**src/rtl/vga_pkg.sv**
```systemverilog
// Shared constants for the VGA pattern generator: pattern mode encodings and
// the default 640x480@60 raster timing.
package vga_pkg;
  localparam logic [1:0] MODE_BARS    = 2'd0;
  localparam logic [1:0] MODE_CHECKER = 2'd1;
  localparam logic [1:0] MODE_GRID    = 2'd2;
  localparam logic [1:0] MODE_SOLID   = 2'd3;

  localparam int DEF_H_ACTIVE = 640;
  localparam int DEF_H_FP     = 16;
  localparam int DEF_H_SYNC   = 96;
  localparam int DEF_H_BP     = 48;
  localparam int DEF_V_ACTIVE = 480;
  localparam int DEF_V_FP     = 10;
  localparam int DEF_V_SYNC   = 2;
  localparam int DEF_V_BP     = 33;
endpackage

```
**src/rtl/vga_timing_core.sv**
```systemverilog
// Raster timing: pixel-clock enable divider, H/V scan counters and registered
// sync / data-enable / coordinate outputs, one pixel tick behind the counters.
module vga_timing_core #(
  parameter int CLK_DIV  = 2,
  parameter int CNT_W    = 12,
  parameter int H_ACTIVE = vga_pkg::DEF_H_ACTIVE,
  parameter int H_FP     = vga_pkg::DEF_H_FP,
  parameter int H_SYNC   = vga_pkg::DEF_H_SYNC,
  parameter int H_BP     = vga_pkg::DEF_H_BP,
  parameter int V_ACTIVE = vga_pkg::DEF_V_ACTIVE,
  parameter int V_FP     = vga_pkg::DEF_V_FP,
  parameter int V_SYNC   = vga_pkg::DEF_V_SYNC,
  parameter int V_BP     = vga_pkg::DEF_V_BP,
  parameter bit HS_POL   = 1'b0,
  parameter bit VS_POL   = 1'b0
) (
  input  logic             clk,
  input  logic             reset_n,
  output logic             pix_ce,
  output logic [CNT_W-1:0] hcnt,
  output logic [CNT_W-1:0] vcnt,
  output logic             active,
  output logic             hsync,
  output logic             vsync,
  output logic             de,
  output logic [CNT_W-1:0] x,
  output logic [CNT_W-1:0] y,
  output logic             frame_start
);
  localparam int H_TOTAL = H_ACTIVE + H_FP + H_SYNC + H_BP;
  localparam int V_TOTAL = V_ACTIVE + V_FP + V_SYNC + V_BP;
  localparam int DIV_W   = (CLK_DIV > 1) ? $clog2(CLK_DIV) : 1;

  logic [DIV_W-1:0] div;
  logic             h_last, v_last, hs_on, vs_on, origin;

  assign pix_ce = (div == DIV_W'(CLK_DIV - 1));
  assign h_last = (hcnt == CNT_W'(H_TOTAL - 1));
  assign v_last = (vcnt == CNT_W'(V_TOTAL - 1));
  assign active = (hcnt < CNT_W'(H_ACTIVE)) && (vcnt < CNT_W'(V_ACTIVE));
  assign hs_on  = (hcnt >= CNT_W'(H_ACTIVE + H_FP)) && (hcnt < CNT_W'(H_ACTIVE + H_FP + H_SYNC));
  assign vs_on  = (vcnt >= CNT_W'(V_ACTIVE + V_FP)) && (vcnt < CNT_W'(V_ACTIVE + V_FP + V_SYNC));
  assign origin = (hcnt == '0) && (vcnt == '0);

  always_ff @(posedge clk or negedge reset_n) begin
    if (!reset_n) begin
      div  <= '0;
      hcnt <= '0;
      vcnt <= '0;
    end else begin
      div <= pix_ce ? '0 : div + 1'b1;
      if (pix_ce) begin
        hcnt <= h_last ? '0 : hcnt + 1'b1;
        if (h_last) vcnt <= v_last ? '0 : vcnt + 1'b1;
      end
    end
  end

  // frame_start is evaluated every clk so it lasts one clk, not one pixel tick
  always_ff @(posedge clk or negedge reset_n) begin
    if (!reset_n) begin
      hsync       <= ~HS_POL;
      vsync       <= ~VS_POL;
      de          <= 1'b0;
      x           <= '0;
      y           <= '0;
      frame_start <= 1'b0;
    end else begin
      frame_start <= pix_ce && origin;
      if (pix_ce) begin
        hsync <= hs_on ? HS_POL : ~HS_POL;
        vsync <= vs_on ? VS_POL : ~VS_POL;
        de    <= active;
        x     <= active ? hcnt : '0;
        y     <= active ? vcnt : '0;
      end
    end
  end
endmodule

```
**src/rtl/vga_pattern_gen.sv**
```systemverilog
// VGA raster timing plus test-pattern generator (bars, checker, grid, solid).
// Optional feature macro VGA_BORDER_EN: forces a white one-pixel frame border.
module vga_pattern_gen
  import vga_pkg::*;
#(
  parameter int CLK_DIV    = 2,
  parameter int COLOR_W    = 4,
  parameter int CNT_W      = 12,
  parameter int H_ACTIVE   = DEF_H_ACTIVE,
  parameter int H_FP       = DEF_H_FP,
  parameter int H_SYNC     = DEF_H_SYNC,
  parameter int H_BP       = DEF_H_BP,
  parameter int V_ACTIVE   = DEF_V_ACTIVE,
  parameter int V_FP       = DEF_V_FP,
  parameter int V_SYNC     = DEF_V_SYNC,
  parameter int V_BP       = DEF_V_BP,
  parameter bit HS_POL     = 1'b0,
  parameter bit VS_POL     = 1'b0,
  parameter int BAR_SHIFT  = 6,
  parameter int CHK_SHIFT  = 5,
  parameter int GRID_SHIFT = 5
) (
  input  logic                 clk,
  input  logic                 reset_n,
  input  logic [1:0]           mode,
  input  logic [3*COLOR_W-1:0] solid_color,
  output logic                 hsync,
  output logic                 vsync,
  output logic                 de,
  output logic [CNT_W-1:0]     x,
  output logic [CNT_W-1:0]     y,
  output logic                 frame_start,
  output logic [3*COLOR_W-1:0] rgb
);
  logic             pix_ce, active, origin;
  logic [CNT_W-1:0] hcnt, vcnt;
  logic [1:0]       mode_q, mode_eff;
  logic [2:0]       bar;
  logic [3*COLOR_W-1:0] pat;

  vga_timing_core #(
    .CLK_DIV(CLK_DIV), .CNT_W(CNT_W),
    .H_ACTIVE(H_ACTIVE), .H_FP(H_FP), .H_SYNC(H_SYNC), .H_BP(H_BP),
    .V_ACTIVE(V_ACTIVE), .V_FP(V_FP), .V_SYNC(V_SYNC), .V_BP(V_BP),
    .HS_POL(HS_POL), .VS_POL(VS_POL)
  ) u_timing (
    .clk(clk), .reset_n(reset_n), .pix_ce(pix_ce), .hcnt(hcnt), .vcnt(vcnt),
    .active(active), .hsync(hsync), .vsync(vsync), .de(de), .x(x), .y(y),
    .frame_start(frame_start)
  );

  // The pixel at (0,0) already uses the mode being latched on that tick.
  assign origin   = (hcnt == '0) && (vcnt == '0);
  assign mode_eff = origin ? mode : mode_q;
  assign bar      = hcnt[BAR_SHIFT+2:BAR_SHIFT];

  always_comb begin
    pat = '0;
    case (mode_eff)
      MODE_BARS:    pat = {{COLOR_W{bar[0]}}, {COLOR_W{bar[1]}}, {COLOR_W{bar[2]}}};
      MODE_CHECKER: pat = (hcnt[CHK_SHIFT] ^ vcnt[CHK_SHIFT]) ? '1 : '0;
      MODE_GRID:    pat = ((hcnt[GRID_SHIFT-1:0] == '0) || (vcnt[GRID_SHIFT-1:0] == '0)) ? '1 : '0;
      default:      pat = solid_color;
    endcase
`ifdef VGA_BORDER_EN
    if ((hcnt == '0) || (hcnt == CNT_W'(H_ACTIVE - 1)) ||
        (vcnt == '0) || (vcnt == CNT_W'(V_ACTIVE - 1)))
      pat = '1;
`else
`endif
  end

  always_ff @(posedge clk or negedge reset_n) begin
    if (!reset_n) begin
      mode_q <= MODE_BARS;
      rgb    <= '0;
    end else if (pix_ce) begin
      if (origin) mode_q <= mode;
      rgb <= active ? pat : '0;
    end
  end
endmodule

```
**config.mk**
```make
export PLATFORM = sky130hd
export DESIGN_NAME = vga_pattern_gen
export DESIGN_NICKNAME = d
export VERILOG_FILES = /design/src/rtl/vga_pkg.sv /design/src/rtl/vga_timing_core.sv /design/src/rtl/vga_pattern_gen.sv
export SDC_FILE = /design/constraint.sdc
export NUM_CORES = 1
export LEC_CHECK = 0
export ABC_AREA = 1
export BUFFER_PORTS_ARGS = -buffer_cell sky130_fd_sc_hd__clkbuf_2
export CORE_MARGIN = 4
export CORE_UTILIZATION = 40
export DETAILED_ROUTE_END_ITERATION = 6
export PLACE_DENSITY_LB_ADDON = 0.12
export SLEW_MARGIN = 30
export SYNTH_ARGS = -nofsm -noshare
export SYNTH_HDL_FRONTEND = slang
export SYNTH_SLANG_ARGS = --single-unit
export TNS_END_PERCENT = 20
```
**constraint.sdc**
```tcl
create_clock -name clk -period 2.6 [get_ports clk]
set_input_delay 0.65 -clock clk [delete_from_list [all_inputs] [get_ports clk]]
set_output_delay 0.65 -clock clk [all_outputs]
set_load 0.02 [all_outputs]
```
Word level (Yosys, flattened, before mapping)
Cells that the tools add are included.
{"block": "totals", "ff_bits": 67, "latchBits": 0, "mem_bits_rw": 0, "rom_bits": 0, "inputBits": 16, "output_inout_bits": 40, "wordCells": 49, "n_memories": 0}
{"block": "classes", "add_sub_neg": 3, "n_mul": 0, "div_mod_pow": 0, "n_lt_le_gt_ge": 6, "n_eq_ne": 4, "n_shift": 0, "n_mux": 12, "n_bitwise": 1, "n_reduce_logical": 12}
{"operator": "12-bit 2-to-1 mux", "n": 7}
{"operator": "12-bit case mux with 3 select lines", "n": 1}
{"operator": "12-bit by 1-bit adder with 12-bit output, second input constant", "n": 2}
{"operator": "12-bit by 10-bit == test with 1-bit output, second input constant", "n": 2}
{"operator": "12-bit logical NOT", "n": 2}
{"operator": "12-bit by 10-bit less-than comparator with 1-bit output, second input constant", "n": 2}
{"operator": "12-bit by 9-bit less-than comparator with 1-bit output, second input constant", "n": 2}
{"operator": "12-bit by 10-bit >= comparator with 1-bit output, second input constant", "n": 1}
{"operator": "12-bit by 9-bit >= comparator with 1-bit output, second input constant", "n": 1}
{"operator": "5-bit logical NOT", "n": 2}
{"operator": "1-bit logical AND", "n": 5}
{"operator": "1-bit 2-to-1 mux", "n": 3}
{"operator": "2-bit by 1-bit == test with 1-bit output, second input constant", "n": 1}
{"operator": "2-bit == test, second input constant", "n": 1}
{"operator": "2-bit logical NOT", "n": 1}
{"operator": "2-bit 2-to-1 mux", "n": 1}
{"operator": "2-bit AND reduction", "n": 1}
{"operator": "1-bit adder, second input constant", "n": 1}
{"operator": "1-bit logical OR", "n": 1}
{"operator": "1-bit bitwise XOR", "n": 1}

Logic depth before layout (Yosys ltp)
Gate-level depths: netlist (run 1).
{"block": "depth", "depth_word": 6, "mapped_depth": 13, "mapped_depth_nobuf": 12}

By module
Synthesis (run 1) repeated with hierarchy kept, for this count alone.
{"block": "hier_totals", "hier_cells": 477, "hier_area_um2": 3741.1}
{"mod": "vga_timing_core", "n_inst": 1, "cells_per_inst": 332, "area_per_inst_um2": 2680.1, "seq_area_each_um2": 1328.8}
{"mod": "vga_pattern_gen", "n_inst": 1, "cells_per_inst": 145, "area_per_inst_um2": 1061.0, "seq_area_each_um2": 350.3}

Least setup slack after synthesis (run 1)
Ideal clock, no wire load.
{"block": "synth_timing", "kind": "reg-to-reg", "start": "register u_timing.vcnt[0]", "end": "register rgb[0]", "setup_time_ps": 117, "arrival_ps": 1590, "required_ps": 2483, "slack_ps": 894, "path_stages_with_launch": 12, "path_buffers": 0, "synth_period_minus_slack_ps": 1706, "cell_sequence": "dfrtp_1 > inv_1 > ha_1 > nand2_1 > nor2_4 > nand3_4 > nand2_2 > nand2_4 > o21ai_4 > nand3_2 > nand2_1 > nand2_1"}
{"block": "synth_between", "elab_chain_cells": 6, "elab_cells_between_ends": 13, "classes_between": "order compare (1); eq/ne (2); mux (4); reduce/logical (6)"}
{"item": "start, declared", "line_no": "vga_timing_core.sv:21", "text": "output logic [CNT_W-1:0] vcnt,"}
{"item": "start signal, assigned", "line_no": "vga_timing_core.sv:54", "text": "if (h_last) vcnt <= v_last ? '0 : vcnt + 1'b1;"}
{"item": "12-bit logical NOT", "line_no": "vga_pattern_gen.sv:53", "text": "assign origin = (hcnt == '0) && (vcnt == '0);"}
{"item": "1-bit logical AND", "line_no": "vga_pattern_gen.sv:53"}
{"item": "2-bit 2-to-1 mux"}
{"item": "2-bit == test, or another cell as far along", "line_no": "vga_pattern_gen.sv:59", "text": "case (mode_eff)"}
{"item": "12-bit case mux with 3 select lines", "line_no": "vga_pattern_gen.sv:59"}
{"item": "12-bit 2-to-1 mux (*)", "line_no": "vga_pattern_gen.sv:79", "text": "rgb <= active ? pat : '0;"}
{"item": "end signal, assigned", "line_no": "vga_pattern_gen.sv:79"}
{"item": "end, declared", "line_no": "vga_pattern_gen.sv:33", "text": "output logic [3*COLOR_W-1:0] rgb"}
Every way passes the cells marked *; elsewhere a longest branch is shown, timed or not.
A chain may end at the register's enable or synchronous reset.

Worst setup path in the final report (run 1)
{"block": "layout_timing", "start": "register u_timing.vcnt[0]", "end": "register rgb[9]"}
Same word-level chain as after synthesis.

==> report_table.html, run 1 <==
<table>
<tr><th>Metric</th><th>Value</th></tr>
<tr><th colspan="2">Run status</th></tr>
<tr><td>Status</td><td>finished clean</td></tr>
<tr><th colspan="2">STA</th></tr>
<tr><td>Rel. slew slack</td><td>64.35%</td></tr>
<tr><td>Post-route setup TNS</td><td>0 ns</td></tr>
<tr><td>Worst-case clock skew</td><td>0.004880 ns</td></tr>
<tr><td>Max Freq</td><td>506.1 MHz</td></tr>
<tr><td>Worst slew pin tran</td><td>0.5347 ns</td></tr>
<tr><td>Minimum clock period after layout</td><td>1.976 ns</td></tr>
<tr><td>Post-route fraction of the period consumed by the critical path</td><td>75.99%</td></tr>
<tr><td>Setup violations, final</td><td>0</td></tr>
<tr><td>Hold Fails Final Rpt</td><td>0</td></tr>
<tr><td>Count of final max-slew check failures</td><td>0</td></tr>
<tr><td>Unrepaired setup endpoints after global routing</td><td>false</td></tr>
<tr><td>Worst slack on hold paths</td><td>0.2782 ns</td></tr>
<tr><th colspan="2">Synthesis</th></tr>
<tr><td>Synth Area per Inst</td><td>8.625 sq um</td></tr>
<tr><td>Compound-cell area share of the yosys netlist</td><td>6.388%</td></tr>
<tr><td>Total of warnings raised by yosys</td><td>0</td></tr>
<tr><td>Distinct cell type count after synthesis</td><td>41</td></tr>
<tr><td>Share of synthesized cell area in and, or, nand and nor gates</td><td>33.02%</td></tr>
<tr><td>Number of enable-type register cells in the synthesized netlist</td><td>0</td></tr>
<tr><td>Main combinational cell family by area after synthesis</td><td>simple AND/OR/NAND/NOR gates</td></tr>
<tr><td>Mapped Nets</td><td>422</td></tr>
<tr><td>Commonest register cell after synthesis</td><td>dfrtp_1</td></tr>
<tr><td>Share of flip-flops with an asynchronous set or reset</td><td>100.0%</td></tr>
<tr><td>Area share of xor/xnor cells in the synthesized design</td><td>2.779%</td></tr>
<tr><td>Fraction of the yosys area taken by sequential cells</td><td>48.43%</td></tr>
<tr><td>Multiplexer fraction of the synthesized cell area</td><td>0%</td></tr>
<tr><td>Mapped Area</td><td>3467 sq um</td></tr>
<tr><td>Post-synthesis sequential element count</td><td>67</td></tr>
<tr><td>Arithmetic-cell share of the synthesized area counting full adders, half adders and majority gates</td><td>1.444%</td></tr>
<tr><td>Post-synthesis instance total</td><td>402</td></tr>
<tr><th colspan="2">Routing</th></tr>
<tr><td>Routed wirelength normalized by instance count</td><td>14.29 um</td></tr>
<tr><td>DRT iter0 DRCs</td><td>75</td></tr>
<tr><td>Remaining number of nets flagged by the antenna check after routing</td><td>0</td></tr>
<tr><td>DRC</td><td>0</td></tr>
<tr><td>Post-Route WL</td><td>8173 um</td></tr>
<tr><td>Met2 wire length</td><td>3877 um</td></tr>
<tr><td>Total iterations of the first detailed-routing run</td><td>4</td></tr>
<tr><td>Total routed wire length on the met1 layer</td><td>3716 um</td></tr>
<tr><td>Vias per inst</td><td>4.808</td></tr>
<tr><td>Met3 Routed Length</td><td>415 um</td></tr>
<tr><td>Vias after detailed routing</td><td>2750</td></tr>
<tr><td>Uppermost metal layer occupied by signal nets</td><td>met4</td></tr>
<tr><th colspan="2">Power and ir drop</th></tr>
<tr><td>Power Dens Cells</td><td>526.8 nW/um^2</td></tr>
<tr><td>Leak</td><td>1.955 nW</td></tr>
<tr><td>Overall Power</td><td>2.149 mW</td></tr>
<tr><td>Worst voltage drop across the vdd grid</td><td>0.2027 mV</td></tr>
<tr><th colspan="2">Floorplan</th></tr>
<tr><td>Die Y-Extent</td><td>101.1 um</td></tr>
<tr><td>Core outline area</td><td>8341 sq um</td></tr>
<tr><td>DIE AREA</td><td>10220 sq um</td></tr>
<tr><td>Starting Density</td><td>41.57%</td></tr>
<tr><td>FP Rows</td><td>33</td></tr>
<tr><td>Die span in x</td><td>101.1 um</td></tr>
<tr><td>Number of top-level pins</td><td>56</td></tr>
<tr><th colspan="2">Place</th></tr>
<tr><td>Post-placement cell count</td><td>556</td></tr>
<tr><td>Final HPWL from detailed placement</td><td>6001 um</td></tr>
<tr><td>GPL Wtd Cong</td><td>0.8499</td></tr>
<tr><td>Number of buffers added on ports</td><td>55</td></tr>
<tr><td>Placed Area</td><td>3852 sq um</td></tr>
<tr><th colspan="2">Global routing</th></tr>
<tr><td>Maximum number of pins on one net before global-route repair</td><td>46</td></tr>
<tr><td>Remaining global-route overflow</td><td>0</td></tr>
<tr><td>Global router's overall resource usage</td><td>17.50%</td></tr>
<tr><td>Global-route wire length before repair</td><td>14000 um</td></tr>
<tr><td>Initial antenna violation count</td><td>0</td></tr>
<tr><td>Number of global-route vias before repair</td><td>2843</td></tr>
<tr><th colspan="2">Cells and area</th></tr>
<tr><td>Diode insertion count for antenna repair</td><td>0</td></tr>
<tr><td>Most common library cell in the layout ignoring fill and taps</td><td>nand2_1</td></tr>
<tr><td>Total of fill cells in the finished design</td><td>847</td></tr>
<tr><td>Ratio of cells with drive above 1 in the final layout</td><td>25.91%</td></tr>
<tr><td>Most used cells in the layout excluding fill and tap cells</td><td>105 x nand2_1, 65 x dfrtp_1, 54 x clkbuf_2</td></tr>
<tr><td>Count of nets after finishing</td><td>482</td></tr>
<tr><td>Synthesis-to-layout area growth</td><td>17.65%</td></tr>
<tr><td>Cell Count, Final, Fillers Out</td><td>572</td></tr>
<tr><td>Area of all placed cells without fillers</td><td>4079 sq um</td></tr>
<tr><th colspan="2">Clock network</th></tr>
<tr><td>Clock H-tree levels</td><td>3</td></tr>
<tr><td>Root buffer selected by CTS</td><td>clkbuf_8</td></tr>
<tr><td>Number of buffers added to fix hold violations after cts</td><td>0</td></tr>
<tr><td>Clock transition time at the flip-flop clock pins of the worst setup and hold paths</td><td>0.07 ns</td></tr>
<tr><td>Num CTS Buffers</td><td>9</td></tr>
<tr><td>Max clock buf depth</td><td>2</td></tr>
<tr><td>Setup repair bufs after CTS</td><td>0</td></tr>
<tr><td>Number of instances resized during post-cts repair</td><td>0</td></tr>
<tr><td>TritonCTS clock tree</td><td>done</td></tr>
<tr><td>Clock Latency Late Sink</td><td>0.35 ns</td></tr>
<tr><td>Sink Count</td><td>67</td></tr>
<tr><th colspan="2">Worst setup path</th></tr>
<tr><td>Required time of the worst setup path</td><td>2.84 ns</td></tr>
<tr><td>Launching element type of the critical path</td><td>register</td></tr>
<tr><td>Worst-path maximum fanout</td><td>14</td></tr>
<tr><td>Highest-delay cell along the critical path</td><td>dfrtp_1</td></tr>
<tr><td>Critical path start-end classification</td><td>reg2reg</td></tr>
<tr><td>Cell family contributing the most delay on the critical path</td><td>simple AND/OR/NAND/NOR gates</td></tr>
<tr><td>Cell occurring most often along the worst timing path</td><td>nand2_1</td></tr>
<tr><td>CP Cell Sequence</td><td>inv_1 &gt; ha_1 &gt; nand2_1 &gt; nor2_4 &gt; nand3_4 &gt; nand2_2 &gt; nand2_4 &gt; o21ai_4 &gt; nand3_2 &gt; nand2_1 &gt; nand2_1</td></tr>
<tr><td>Capturing element type of the critical path</td><td>register</td></tr>
<tr><td>Worst path bufs/invs</td><td>1</td></tr>
<tr><td>Arrival time of the worst setup path</td><td>2.22 ns</td></tr>
<tr><td>Crit path largest cell delay</td><td>0.41 ns</td></tr>
<tr><th colspan="2">Flow run</th></tr>
<tr><td>Maximum Capacitance Violations</td><td>0</td></tr>
<tr><th colspan="2">Min path</th></tr>
<tr><td>Classification of the worst-slack hold path</td><td>in2async</td></tr>
</table>
==> synthesized netlist by cell type (2+ instances only) <==
cell type | n | area [sq um]
clkbuf_1 | 6 | 22.52
nor2_1 | 17 | 63.81
nor2_4 | 4 | 45.04
nor4_2 | 2 | 25.02
buf_6 | 3 | 33.78
o21ai_1 | 3 | 15.01
o21ai_0 | 27 | 135.1
nor2_2 | 11 | 68.82
nand3b_1 | 12 | 90.09
nand3_2 | 3 | 30.03
nor3b_1 | 3 | 22.52
nor4_1 | 3 | 18.77
dfrtp_1 | 65 | 1627
nand2_4 | 2 | 22.52
inv_1 | 52 | 195.2
inv_2 | 2 | 7.510
nand4_1 | 5 | 31.28
a21oi_1 | 3 | 15.01
nand2_1 | 105 | 394.1
nand2_2 | 7 | 43.79
ha_1 | 4 | 50.05
nor3_2 | 3 | 30.03
nand4_2 | 3 | 37.54
dfstp_2 | 2 | 52.55
nand3_1 | 17 | 85.08
xor2_1 | 11 | 96.34
nor3_1 | 13 | 65.06
==> power breakdown <==
part / internal (mW) / switching (mW) / leakage, nW
sequential: 1.06 / 0.00775 / 0.862
clock: 0.587 / 0.394 / 0.119
combinational: 0.0348 / 0.0698 / 0.973
total: 1.68 / 0.472 / 1.95
==> sequential cells by signal, summed over array words and instances, names as in the netlist <==
signal / flops
u_timing.pix_ce: 1
u_timing.vcnt: 12
u_timing.hsync: 1
u_timing.de: 1
mode_q: 2
u_timing.hcnt: 12
u_timing.y: 12
rgb: 12
u_timing.frame_start: 1
u_timing.vsync: 1
u_timing.x: 12
==> layout make-up <==
class | count | area [sq um] | share of cell area, %
clock buffers | 11 | 151.4 | 3.712
flip-flops and latches | 67 | 1679 | 41.17
inverters | 56 | 211.5 | 5.184
well taps | 105 | 131.4 | 3.221
multi-input cells | 269 | 1513 | 37.09
clock inverters | 5 | 75.07 | 1.840
repair buffers | 59 | 317.8 | 7.791
==> per-layer routing <==
layer / up-vias / GRT usage [%]
met1: 1268 / 22.26
met4: 0 / 6.339
li1: 1406 / -
met3: 17 / 4.983
met5: - / 0
met2: 59 / 28.47
==> cells by family after synthesis <==
kind of cell | count (synthesis)
XOR/XNOR | 11
AND/OR/NAND/NOR | 215
AO/OA/AOI/OAI | 39
adder cells (fa/ha/maj) | 4
buffers and inverters | 66
flip-flops | 67
==> per-stage QoR <==
step                utilization (%)  worst slack [ns]
global placement              46.19            0.7065
finish                        48.90            0.6242
detailed placement            46.19            0.6345
CTS                           48.90            0.6206
global route                  48.90            0.4350
floorplan                         -            0.8936
==> final timing paths <==
kind	start	to	slack (ns)	cells after the start
setup / recovery	u_timing.vcnt[0]	rgb[9]	0.62	11
hold / removal	reset_n	u_timing.x[8]	0.28	1
setup reg to reg	u_timing.vcnt[0]	rgb[9]	0.62	11
hold reg to reg	rgb[5]	rgb[5]	0.48	2
max in group asynchronous	reset_n	u_timing.de	1.70	2
min in group clk	rgb[5]	rgb[5]	0.48	2
Power figures use the tool's default switching activity.
==> run 2, diff against run 1 <==
Settings changed: ABC_AREA 1 to 0.
Clock period 2.6 ns to 1.9 ns, I/O delays scaled along.
==> report_table.html, run 2 <==
<table>
<tr><th>Metric</th><th>Value</th></tr>
<tr><th colspan="2">STA</th></tr>
<tr><td>Setup violations, final</td><td>24 (was 0)</td></tr>
<tr><td>Worst slew pin tran</td><td>0.5753 ns (was 0.5347 ns)</td></tr>
<tr><td>Setup WS post-layout</td><td>-0.5900 ns (was 0.6242 ns)</td></tr>
<tr><td>Post-route fraction of the period consumed by the critical path</td><td>131.1% (was 75.99%)</td></tr>
<tr><td>Post-route setup TNS</td><td>-8.429 ns (was 0 ns)</td></tr>
<tr><td>Count of final max-slew check failures</td><td>0 (unchanged)</td></tr>
<tr><td>Unrepaired setup endpoints after global routing</td><td>true (was false)</td></tr>
<tr><td>Max Freq</td><td>401.6 MHz (was 506.1 MHz)</td></tr>
<tr><td>Worst slack on hold paths</td><td>0.1364 ns (was 0.2782 ns)</td></tr>
<tr><td>Hold Fails Final Rpt</td><td>0 (unchanged)</td></tr>
<tr><td>Rel. slew slack</td><td>61.56% (was 64.35%)</td></tr>
<tr><td>Minimum clock period after layout</td><td>2.490 ns (was 1.976 ns)</td></tr>
<tr><td>Worst-case clock skew</td><td>0.009083 ns (was 0.004880 ns)</td></tr>
<tr><th colspan="2">Place</th></tr>
<tr><td>Placed Area</td><td>3856 sq um (was 3852 sq um)</td></tr>
<tr><td>GPL Wtd Cong</td><td>0.8101 (was 0.8499)</td></tr>
<tr><td>Final HPWL from detailed placement</td><td>5391 um (was 6001 um)</td></tr>
<tr><td>Number of buffers added on ports</td><td>55 (unchanged)</td></tr>
<tr><th colspan="2">Clock network</th></tr>
<tr><td>Sink Count</td><td>67 (unchanged)</td></tr>
<tr><td>Clock Latency Late Sink</td><td>0.35 ns (about the same)</td></tr>
<tr><td>TritonCTS clock tree</td><td>done (unchanged)</td></tr>
<tr><td>Clock transition time at the flip-flop clock pins of the worst setup and hold paths</td><td>0.08 ns (was 0.07 ns)</td></tr>
<tr><td>Number of buffers added to fix hold violations after cts</td><td>0 (unchanged)</td></tr>
<tr><td>Clock H-tree levels</td><td>3 (unchanged)</td></tr>
<tr><td>Num CTS Buffers</td><td>9 (unchanged)</td></tr>
<tr><td>Root buffer selected by CTS</td><td>clkbuf_8 (unchanged)</td></tr>
<tr><td>Max clock buf depth</td><td>2 (unchanged)</td></tr>
<tr><th colspan="2">Routing</th></tr>
<tr><td>Remaining number of nets flagged by the antenna check after routing</td><td>0 (unchanged)</td></tr>
<tr><td>DRC</td><td>0 (unchanged)</td></tr>
<tr><td>Total iterations of the first detailed-routing run</td><td>4 (unchanged)</td></tr>
<tr><td>Post-Route WL</td><td>7556 um (was 8173 um)</td></tr>
<tr><td>Vias after detailed routing</td><td>2609 (was 2750)</td></tr>
<tr><td>Routed wirelength normalized by instance count</td><td>15.02 um (was 14.29 um)</td></tr>
<tr><td>DRT iter0 DRCs</td><td>109 (was 75)</td></tr>
<tr><td>Vias per inst</td><td>5.187 (was 4.808)</td></tr>
<tr><th colspan="2">Worst setup path</th></tr>
<tr><td>Capturing element type of the critical path</td><td>register (unchanged)</td></tr>
<tr><td>Worst path bufs/invs</td><td>0 (was 1)</td></tr>
<tr><td>Launching element type of the critical path</td><td>register (unchanged)</td></tr>
<tr><td>Cell family contributing the most delay on the critical path</td><td>simple AND/OR/NAND/NOR gates (unchanged)</td></tr>
<tr><td>Cell occurring most often along the worst timing path</td><td>or4_4 (was nand2_1)</td></tr>
<tr><td>Critical path start-end classification</td><td>reg2reg (unchanged)</td></tr>
<tr><td>Required time of the worst setup path</td><td>2.12 ns (was 2.84 ns)</td></tr>
<tr><td>Worst reg-to-reg setup slack</td><td>-0.59 ns (was 0.62 ns)</td></tr>
<tr><td>Worst-path maximum fanout</td><td>6 (was 14)</td></tr>
<tr><td>Arrival time of the worst setup path</td><td>2.71 ns (was 2.22 ns)</td></tr>
<tr><td>Logic depth of the worst register-to-register path</td><td>5 (was 11)</td></tr>
<tr><td>Highest-delay cell along the critical path</td><td>or4_4 (was dfrtp_1)</td></tr>
<tr><td>Crit path largest cell delay</td><td>0.54 ns (was 0.41 ns)</td></tr>
<tr><td>Reg2reg start</td><td>u_timing.vcnt[6] (was u_timing.vcnt[0])</td></tr>
<tr><td>CP Cell Sequence</td><td>or4_4 &gt; or4_4 &gt; or4_4 &gt; a311oi_4 &gt; o32ai_1 (was inv_1 &gt; ha_1 &gt; nand2_1 &gt; nor2_4 &gt; nand3_4 &gt; nand2_2 &gt; nand2_4 &gt; o21ai_4 &gt; nand3_2 &gt; nand2_1 &gt; nand2_1)</td></tr>
<tr><td>End of the worst register-to-register path</td><td>rgb[1] (was rgb[9])</td></tr>
<tr><th colspan="2">Floorplan</th></tr>
<tr><td>FP Rows</td><td>31 (was 33)</td></tr>
<tr><td>Die Y-Extent</td><td>95.76 um (was 101.1 um)</td></tr>
<tr><td>Core outline area</td><td>7370 sq um (was 8341 sq um)</td></tr>
<tr><td>Number of top-level pins</td><td>56 (unchanged)</td></tr>
<tr><td>Die span in x</td><td>95.76 um (was 101.1 um)</td></tr>
<tr><td>DIE AREA</td><td>9169 sq um (was 10220 sq um)</td></tr>
<tr><td>Starting Density</td><td>41.80% (was 41.57%)</td></tr>
<tr><th colspan="2">Power and ir drop</th></tr>
<tr><td>Net switching power of the design</td><td>0.6818 mW (was 0.4715 mW)</td></tr>
<tr><td>Power Dens Cells</td><td>720.4 nW/um^2 (was 526.8 nW/um^2)</td></tr>
<tr><td>Leak</td><td>2.050 nW (was 1.955 nW)</td></tr>
<tr><td>Int Pwr</td><td>2.387 mW (was 1.677 mW)</td></tr>
<tr><td>Clock Power Share</td><td>46.5% (was 45.7%)</td></tr>
<tr><td>Fraction of power consumed by sequential logic</td><td>47.8% (was 49.5%)</td></tr>
<tr><td>Fraction of power spent switching nets</td><td>22.22% (was 21.94%)</td></tr>
<tr><td>Combinational share of power</td><td>5.7% (was 4.9%)</td></tr>
<tr><td>Worst voltage drop across the vdd grid</td><td>0.3962 mV (was 0.2027 mV)</td></tr>
<tr><th colspan="2">Cells and area</th></tr>
<tr><td>Ratio of cells with drive above 1 in the final layout</td><td>40.59% (was 25.91%)</td></tr>
<tr><td>Synthesis-to-layout area growth</td><td>38.26% (was 17.65%)</td></tr>
<tr><td>Total of fill cells in the finished design</td><td>651 (was 847)</td></tr>
<tr><td>Most common library cell in the layout ignoring fill and taps</td><td>dfrtp_1 (was nand2_1)</td></tr>
<tr><td>Area of all placed cells without fillers</td><td>4259 sq um (was 4079 sq um)</td></tr>
<tr><td>Count of nets after finishing</td><td>419 (was 482)</td></tr>
<tr><td>Diode insertion count for antenna repair</td><td>0 (unchanged)</td></tr>
<tr><td>Most used cells in the layout excluding fill and tap cells</td><td>65 x dfrtp_1, 57 x buf_4, 54 x clkbuf_2 (was 105 x nand2_1, 65 x dfrtp_1, 54 x clkbuf_2)</td></tr>
<tr><td>Multi-input gate area in the final layout</td><td>1403 sq um (was 1513 sq um)</td></tr>
<tr><td>Storage cell area</td><td>1679 sq um (unchanged)</td></tr>
<tr><th colspan="2">Run status</th></tr>
<tr><td>Failing checks</td><td>negative setup slack</td></tr>
<tr><td>Status</td><td>complete, but fails checks (was finished clean)</td></tr>
<tr><th colspan="2">Global routing</th></tr>
<tr><td>Global-route wire length before repair</td><td>12900 um (was 14000 um)</td></tr>
<tr><td>Number of global-route vias before repair</td><td>2655 (was 2843)</td></tr>
<tr><td>Global router's overall resource usage</td><td>18.27% (was 17.50%)</td></tr>
<tr><td>Maximum number of pins on one net before global-route repair</td><td>68 (was 46)</td></tr>
<tr><td>Initial antenna violation count</td><td>0 (unchanged)</td></tr>
<tr><td>Remaining global-route overflow</td><td>0 (unchanged)</td></tr>
<tr><th colspan="2">Synthesis</th></tr>
<tr><td>Library cell with the largest summed area after synthesis</td><td>dfrtp_1 (unchanged)</td></tr>
<tr><td>Mapped Nets</td><td>312 (was 422)</td></tr>
<tr><td>Commonest register cell after synthesis</td><td>dfrtp_1 (unchanged)</td></tr>
<tr><td>Most frequent cell after synthesis</td><td>dfrtp_1 (was nand2_1)</td></tr>
<tr><td>Synth cell count leaders</td><td>65 x dfrtp_1, 23 x nand2_1, 19 x a21oi_1, 18 x a22o_1, 18 x inv_1 (was 105 x nand2_1, 65 x dfrtp_1, 52 x inv_1, 27 x o21ai_0)</td></tr>
<tr><td>Synth Area per Inst</td><td>10.55 sq um (was 8.625 sq um)</td></tr>
<tr><td>Mapped Area</td><td>3080 sq um (was 3467 sq um)</td></tr>
<tr><td>Total of warnings raised by yosys</td><td>0 (unchanged)</td></tr>
<tr><td>Post-synthesis instance total</td><td>292 (was 402)</td></tr>
<tr><td>Fraction of the yosys area taken by sequential cells</td><td>54.51% (was 48.43%)</td></tr>
<tr><td>Post-synthesis sequential element count</td><td>67 (unchanged)</td></tr>
<tr><td>Area fraction of the dominant cell type after synthesis</td><td>52.80% (was 46.91%)</td></tr>
<tr><td>Distinct cell type count after synthesis</td><td>45 (was 41)</td></tr>
<tr><td>Number of enable-type register cells in the synthesized netlist</td><td>0 (unchanged)</td></tr>
<tr><td>Share of flip-flops with an asynchronous set or reset</td><td>100.0% (unchanged)</td></tr>
<tr><td>Ranking of synthesized cells by area</td><td>dfrtp_1 53%, a22o_1 5.1%, o32ai_1 3.4% (was dfrtp_1 47%, nand2_1 11%, inv_1 5.6%)</td></tr>
<tr><th colspan="2">Min path</th></tr>
<tr><td>Classification of the worst-slack hold path</td><td>in2async (unchanged)</td></tr>
<tr><th colspan="2">Flow run</th></tr>
<tr><td>Maximum Capacitance Violations</td><td>0 (unchanged)</td></tr>
</table>
## run 2: power groups by stage
| stage | logic (mW) | registers [mW] | clock network [mW] |
|---|---|---|---|
| 2_1_floorplan | 0.0505 | 1.52 | 0 |
| 3_3_place_gp | 0.165 | 1.49 | 0 |
| 3_5_place_dp | 0.167 | 1.49 | 0 |
| 4_1_cts | 0.171 | 1.47 | 1.46 |
| 5_1_grt | 0.194 | 1.47 | 1.51 |
| 6_report | 0.174 | 1.47 | 1.43 |
## run 2: what timing repair did
item / 4_1_cts / 5_1_grt
hold endpoints to repair: 0 / 0
resized for setup: 18 / 17
pin swaps: 5 / 2
setup endpoints to repair: 29 / 30
buffers inserted: 1 / 0
## run 2: area by class of cell
| cell class | instances | share of cell area, % |
|---|---|---|
| tap | 99 | 2.908 |
| clock buffer | 9 | 2.908 |
| multi-input combinational | 188 | 32.93 |
| timing repair buffer | 115 | 17.51 |
| clock inverter | 7 | 2.732 |
| sequential | 67 | 39.42 |
| inverter | 18 | 1.586 |
## run 2: worst max-delay path by stage
stage                                start     end  slack, ns  cells after the start
after floorplan           u_timing.vcnt[6]  rgb[0]      -0.59                      6
after global placement    u_timing.vcnt[6]  rgb[1]      -0.62                      5
after detailed placement  u_timing.vcnt[6]  rgb[8]      -0.65                      5
after CTS                 u_timing.vcnt[6]  rgb[5]      -0.57                      6
after global routing      u_timing.vcnt[6]  rgb[6]      -0.65                      6
final                     u_timing.vcnt[6]  rgb[1]      -0.59                      5
## run 2: worst reg2reg max path, cell delays in order (launching register included)
cell and delay, ns:
dfrtp_1 0.38, or4_4 0.54, or4_4 0.53, or4_4 0.45, a311oi_4 0.33, o32ai_1 0.13
## run 2: per-layer routing
layer / wire length, um / share of wire, % / GRT usage [%] / vias to the layer above
li1: - / - / - / 1272
met1: 3552 / 47 / 24.91 / 1272
met2: 3587 / 47 / 28.60 / 53
met3: 308 / 4.1 / 4.926 / 12
met4: 108 / 1.4 / 5.332 / 0
met5: 0 / 0 / 0 / -
## run 2: cells by family (layout without fill, tap and decap cells)
| kind of cell | after synthesis | count (layout) | share of synthesized area [%] |
|---|---|---|---|
| AOI/OAI and AO/OA | 74 | 74 | 17.47 |
| muxes | 2 | 2 | 0.7311 |
| xor gates and xnor gates | 16 | 16 | 4.549 |
| adders and majority gates | 4 | 4 | 1.625 |
| buffers and inverters | 37 | 149 | 4.914 |
| DFF | 67 | 67 | 54.51 |
| and+or+nand+nor | 92 | 92 | 16.21 |
## run 2: through the flow
stage	cells	setup WS, ns	total power, mW	util, %
floorplan	292	-0.5933	1.571	-
global placement	486	-0.6170	1.658	52.33
detailed placement	486	-0.6532	1.660	52.33
CTS	503	-0.5654	3.096	56.86
global route	503	-0.6550	3.177	57.79
finish	503	-0.5900	3.068	57.79
==> run 3, diff against run 2 <==
--- a/config.mk
+++ b/config.mk
@@ -8,5 +8,4 @@
 export ABC_AREA = 0
 export BUFFER_PORTS_ARGS = -buffer_cell sky130_fd_sc_hd__clkbuf_2
-export CORE_MARGIN = 4
 export CORE_UTILIZATION = 40
 export DETAILED_ROUTE_END_ITERATION = 6
==> constraint.sdc (replaced) <==
create_clock -name clk -period 1.9 [get_ports clk]
set_input_delay 0.095 -clock clk [delete_from_list [all_inputs] [get_ports clk]]
set_output_delay 0.095 -clock clk [all_outputs]
set_load 0.02 [all_outputs]
==> report_table.html, run 3 (synthesis gave the netlist of run 2 again) <==
<table>
<tr><th>Metric</th><th>Value</th></tr>
<tr><th colspan="2">STA</th></tr>
<tr><td>Worst-case clock skew</td><td>0.006712 ns (was 0.009083 ns)</td></tr>
<tr><td>Hold Fails Final Rpt</td><td>0 (unchanged)</td></tr>
<tr><td>Worst slew pin tran</td><td>0.6633 ns (was 0.5753 ns)</td></tr>
<tr><td>Unrepaired setup endpoints after global routing</td><td>true (unchanged)</td></tr>
<tr><td>Max Freq</td><td>402.2 MHz (was 401.6 MHz)</td></tr>
<tr><td>Setup WS post-layout</td><td>-0.5865 ns (was -0.5900 ns)</td></tr>
<tr><td>Setup violations, final</td><td>26 (was 24)</td></tr>
<tr><td>Minimum clock period after layout</td><td>2.486 ns (was 2.490 ns)</td></tr>
<tr><td>Rel. slew slack</td><td>55.69% (was 61.56%)</td></tr>
<tr><td>Post-route fraction of the period consumed by the critical path</td><td>130.9% (was 131.1%)</td></tr>
<tr><td>Count of final max-slew check failures</td><td>0 (unchanged)</td></tr>
<tr><td>Post-route setup TNS</td><td>-8.754 ns (was -8.429 ns)</td></tr>
<tr><th colspan="2">Worst setup path</th></tr>
<tr><td>End of the worst register-to-register path</td><td>rgb[9] (was rgb[1])</td></tr>
<tr><td>Arrival time of the worst setup path</td><td>2.70 ns (was 2.71 ns)</td></tr>
<tr><td>Reg2reg start</td><td>u_timing.hcnt[10] (was u_timing.vcnt[6])</td></tr>
<tr><td>Worst-path maximum fanout</td><td>6 (unchanged)</td></tr>
<tr><td>Worst reg-to-reg setup slack</td><td>-0.59 ns (about the same)</td></tr>
<tr><td>Critical path start-end classification</td><td>reg2reg (unchanged)</td></tr>
<tr><td>Required time of the worst setup path</td><td>2.12 ns (about the same)</td></tr>
<tr><td>Launching element type of the critical path</td><td>register (unchanged)</td></tr>
<tr><td>Logic depth of the worst register-to-register path</td><td>5 (unchanged)</td></tr>
<tr><td>Capturing element type of the critical path</td><td>register (unchanged)</td></tr>
<tr><th colspan="2">Power and ir drop</th></tr>
<tr><td>Worst voltage drop across the vdd grid</td><td>0.3690 mV (was 0.3962 mV)</td></tr>
<tr><td>Clock Power Share</td><td>39.3% (was 46.5%)</td></tr>
<tr><td>Int Pwr</td><td>2.060 mW (was 2.387 mW)</td></tr>
<tr><td>Fraction of power consumed by sequential logic</td><td>54.3% (was 47.8%)</td></tr>
<tr><td>Combinational share of power</td><td>6.3% (was 5.7%)</td></tr>
<tr><td>Power Dens Cells</td><td>654.0 nW/um^2 (was 720.4 nW/um^2)</td></tr>
<tr><td>Net switching power of the design</td><td>0.6388 mW (was 0.6818 mW)</td></tr>
<tr><td>Leak</td><td>1.997 nW (was 2.050 nW)</td></tr>
<tr><td>Fraction of power spent switching nets</td><td>23.67% (was 22.22%)</td></tr>
<tr><th colspan="2">Routing</th></tr>
<tr><td>DRC</td><td>0 (unchanged)</td></tr>
<tr><td>Vias per inst</td><td>5.265 (was 5.187)</td></tr>
<tr><td>Vias after detailed routing</td><td>2638 (was 2609)</td></tr>
<tr><td>Total iterations of the first detailed-routing run</td><td>4 (unchanged)</td></tr>
<tr><td>Remaining number of nets flagged by the antenna check after routing</td><td>0 (unchanged)</td></tr>
<tr><td>Routed wirelength normalized by instance count</td><td>15.11 um (was 15.02 um)</td></tr>
<tr><td>Post-Route WL</td><td>7571 um (was 7556 um)</td></tr>
<tr><td>DRT iter0 DRCs</td><td>114 (was 109)</td></tr>
<tr><th colspan="2">Global routing</th></tr>
<tr><td>Global routing's busiest layer</td><td>met2 (unchanged)</td></tr>
<tr><td>Number of global-route vias before repair</td><td>2622 (was 2655)</td></tr>
<tr><td>Remaining global-route overflow</td><td>0 (unchanged)</td></tr>
<tr><td>Global router's overall resource usage</td><td>20.40% (was 18.27%)</td></tr>
<tr><td>Global routing usage on met1</td><td>28.74% (was 24.91%)</td></tr>
<tr><td>Met2 demand-to-capacity share in global routing</td><td>30.90% (was 28.60%)</td></tr>
<tr><td>GR Layer Usage met3</td><td>3.215% (was 4.926%)</td></tr>
<tr><td>Initial antenna violation count</td><td>0 (unchanged)</td></tr>
<tr><td>Global-route wire length before repair</td><td>12950 um (was 12900 um)</td></tr>
<tr><td>Maximum number of pins on one net before global-route repair</td><td>25 (was 68)</td></tr>
<tr><th colspan="2">Clock network</th></tr>
<tr><td>Sink Count</td><td>67 (unchanged)</td></tr>
<tr><td>Root buffer selected by CTS</td><td>clkbuf_8 (unchanged)</td></tr>
<tr><td>Clock Latency Late Sink</td><td>0.35 ns (about the same)</td></tr>
<tr><td>Clock transition time at the flip-flop clock pins of the worst setup and hold paths</td><td>0.07 ns (was 0.08 ns)</td></tr>
<tr><td>Clock H-tree levels</td><td>3 (unchanged)</td></tr>
<tr><td>Max clock buf depth</td><td>2 (unchanged)</td></tr>
<tr><td>TritonCTS clock tree</td><td>done (unchanged)</td></tr>
<tr><td>Num CTS Buffers</td><td>9 (unchanged)</td></tr>
<tr><th colspan="2">Cells and area</th></tr>
<tr><td>Synthesis-to-layout area growth</td><td>33.96% (was 38.26%)</td></tr>
<tr><td>Most used cells in the layout excluding fill and tap cells</td><td>65 x dfrtp_1, 55 x buf_4, 54 x clkbuf_2 (was 65 x dfrtp_1, 57 x buf_4, 54 x clkbuf_2)</td></tr>
<tr><td>Cell Count, Final, Fillers Out</td><td>501 (was 503)</td></tr>
<tr><td>Most common library cell in the layout ignoring fill and taps</td><td>dfrtp_1 (unchanged)</td></tr>
<tr><td>Area of all placed cells without fillers</td><td>4126 sq um (was 4259 sq um)</td></tr>
<tr><td>Count of nets after finishing</td><td>417 (was 419)</td></tr>
<tr><td>Diode insertion count for antenna repair</td><td>0 (unchanged)</td></tr>
<tr><td>Ratio of cells with drive above 1 in the final layout</td><td>37.06% (was 40.59%)</td></tr>
<tr><th colspan="2">Run status</th></tr>
<tr><td>Failing checks</td><td>negative setup slack (unchanged)</td></tr>
<tr><td>Status</td><td>complete, but fails checks (unchanged)</td></tr>
<tr><th colspan="2">Floorplan</th></tr>
<tr><td>Core outline area</td><td>7331 sq um (was 7370 sq um)</td></tr>
<tr><td>FP Rows</td><td>31 (unchanged)</td></tr>
<tr><td>Die span in x</td><td>89.76 um (was 95.76 um)</td></tr>
<tr><td>Die Y-Extent</td><td>89.76 um (was 95.76 um)</td></tr>
<tr><td>Number of top-level pins</td><td>56 (unchanged)</td></tr>
<tr><td>Starting Density</td><td>42.02% (was 41.80%)</td></tr>
<tr><td>DIE AREA</td><td>8056 sq um (was 9169 sq um)</td></tr>
<tr><th colspan="2">Min path</th></tr>
<tr><td>Min-Delay Path Depth</td><td>2</td></tr>
<tr><td>Hold Crit Start</td><td>mode[0]</td></tr>
<tr><td>Classification of the worst-slack hold path</td><td>in2reg (was in2async)</td></tr>
<tr><td>Hold endpoint</td><td>mode_q[0]</td></tr>
<tr><th colspan="2">Place</th></tr>
<tr><td>Placed Area</td><td>3834 sq um (was 3856 sq um)</td></tr>
<tr><td>Number of buffers added on ports</td><td>55 (unchanged)</td></tr>
<tr><td>GPL Wtd Cong</td><td>0.8572 (was 0.8101)</td></tr>
<tr><td>Final HPWL from detailed placement</td><td>5270 um (was 5391 um)</td></tr>
<tr><td>Post-placement cell count</td><td>483 (was 486)</td></tr>
<tr><th colspan="2">Flow run</th></tr>
<tr><td>Maximum Capacitance Violations</td><td>0 (unchanged)</td></tr>
</table>
[run 3: cell types whose count changed in the layout (fill, tap and decap cells not counted), moves of 2 or more]
cell	previous run	this run
bufinv_16	3	0
clkbuf_1	0	3
nand2_1	20	23
nand2_2	3	0
o32ai_1	9	12
o32ai_2	3	0
buf_4	57	55
clkbuf_8	9	11
o21ai_0	8	10
o21ai_1	5	3
[run 3: power by group through the flow]
stage	registers (mW)	clock network (mW)	logic, mW
3_3_place_gp	1.49	0	0.165
5_1_grt	1.47	1.14	0.191
6_report	1.47	1.06	0.170
4_1_cts	1.47	1.09	0.172
2_1_floorplan	1.52	0	0.0505
3_5_place_dp	1.49	0	0.166
[run 3: metrics by stage]
stage | hold slack (ns) | total power [mW] | util (%) | setup WS [ns]
after floorplan | -0.2006 | 1.571 | - | -0.5933
after global placement | 0.1117 | 1.657 | 52.30 | -0.6347
after detailed placement | 0.1135 | 1.659 | 52.30 | -0.6786
after CTS | 0.04609 | 2.727 | 55.85 | -0.6421
after global routing | 0.06060 | 2.797 | 56.29 | -0.6839
final | 0.05289 | 2.699 | 56.29 | -0.5865
[run 3: per-layer routing]
layer | vias to the layer above | wire length [um] | share of wire [%]
met5 | - | 0 | 0
met4 | 0 | 124 | 1.6
met3 | 11 | 305 | 4.0
met2 | 54 | 3483 | 46
met1 | 1297 | 3658 | 48
li1 | 1276 | - | -
[run 3: timing repair]
item / 4_1_cts / 5_1_grt
pin swaps: 5 / 3
gates resized for setup: 13 / 8
setup buffers: 1 / 0
hold buffers: 1 / 0
hold endpoints to repair: 20 / 0
endpoints found under the setup margin: 27 / 31
[run 3: worst max-delay path, stage by stage (launching register included)]
cell and delay (ns):
dfrtp_1 0.38, or4_4 0.54, or4_4 0.54, or4_1 0.47, a311oi_4 0.31, o32ai_1 0.12
[run 3: worst max path at each step]
stage                            startpoint      end  depth (start not counted)
after floorplan            u_timing.vcnt[6]   rgb[0]                          6
after CTS                 u_timing.hcnt[10]   rgb[0]                          5
final                     u_timing.hcnt[10]   rgb[9]                          5
after global routing      u_timing.hcnt[10]   rgb[9]                          5
after detailed placement   u_timing.vcnt[6]  rgb[11]                          5
after global placement     u_timing.vcnt[6]   rgb[0]                          5
[run 3: cell type report]
cell class              count  area (sq um)
fillers                   658          3204
flip-flops and latches     67          1679
multi-input cells         188          1354
repair buffers            113         729.5
clock buffers              14         162.7
well taps                  99         123.9
inverters                  18         67.56
clock inverters             2         10.01
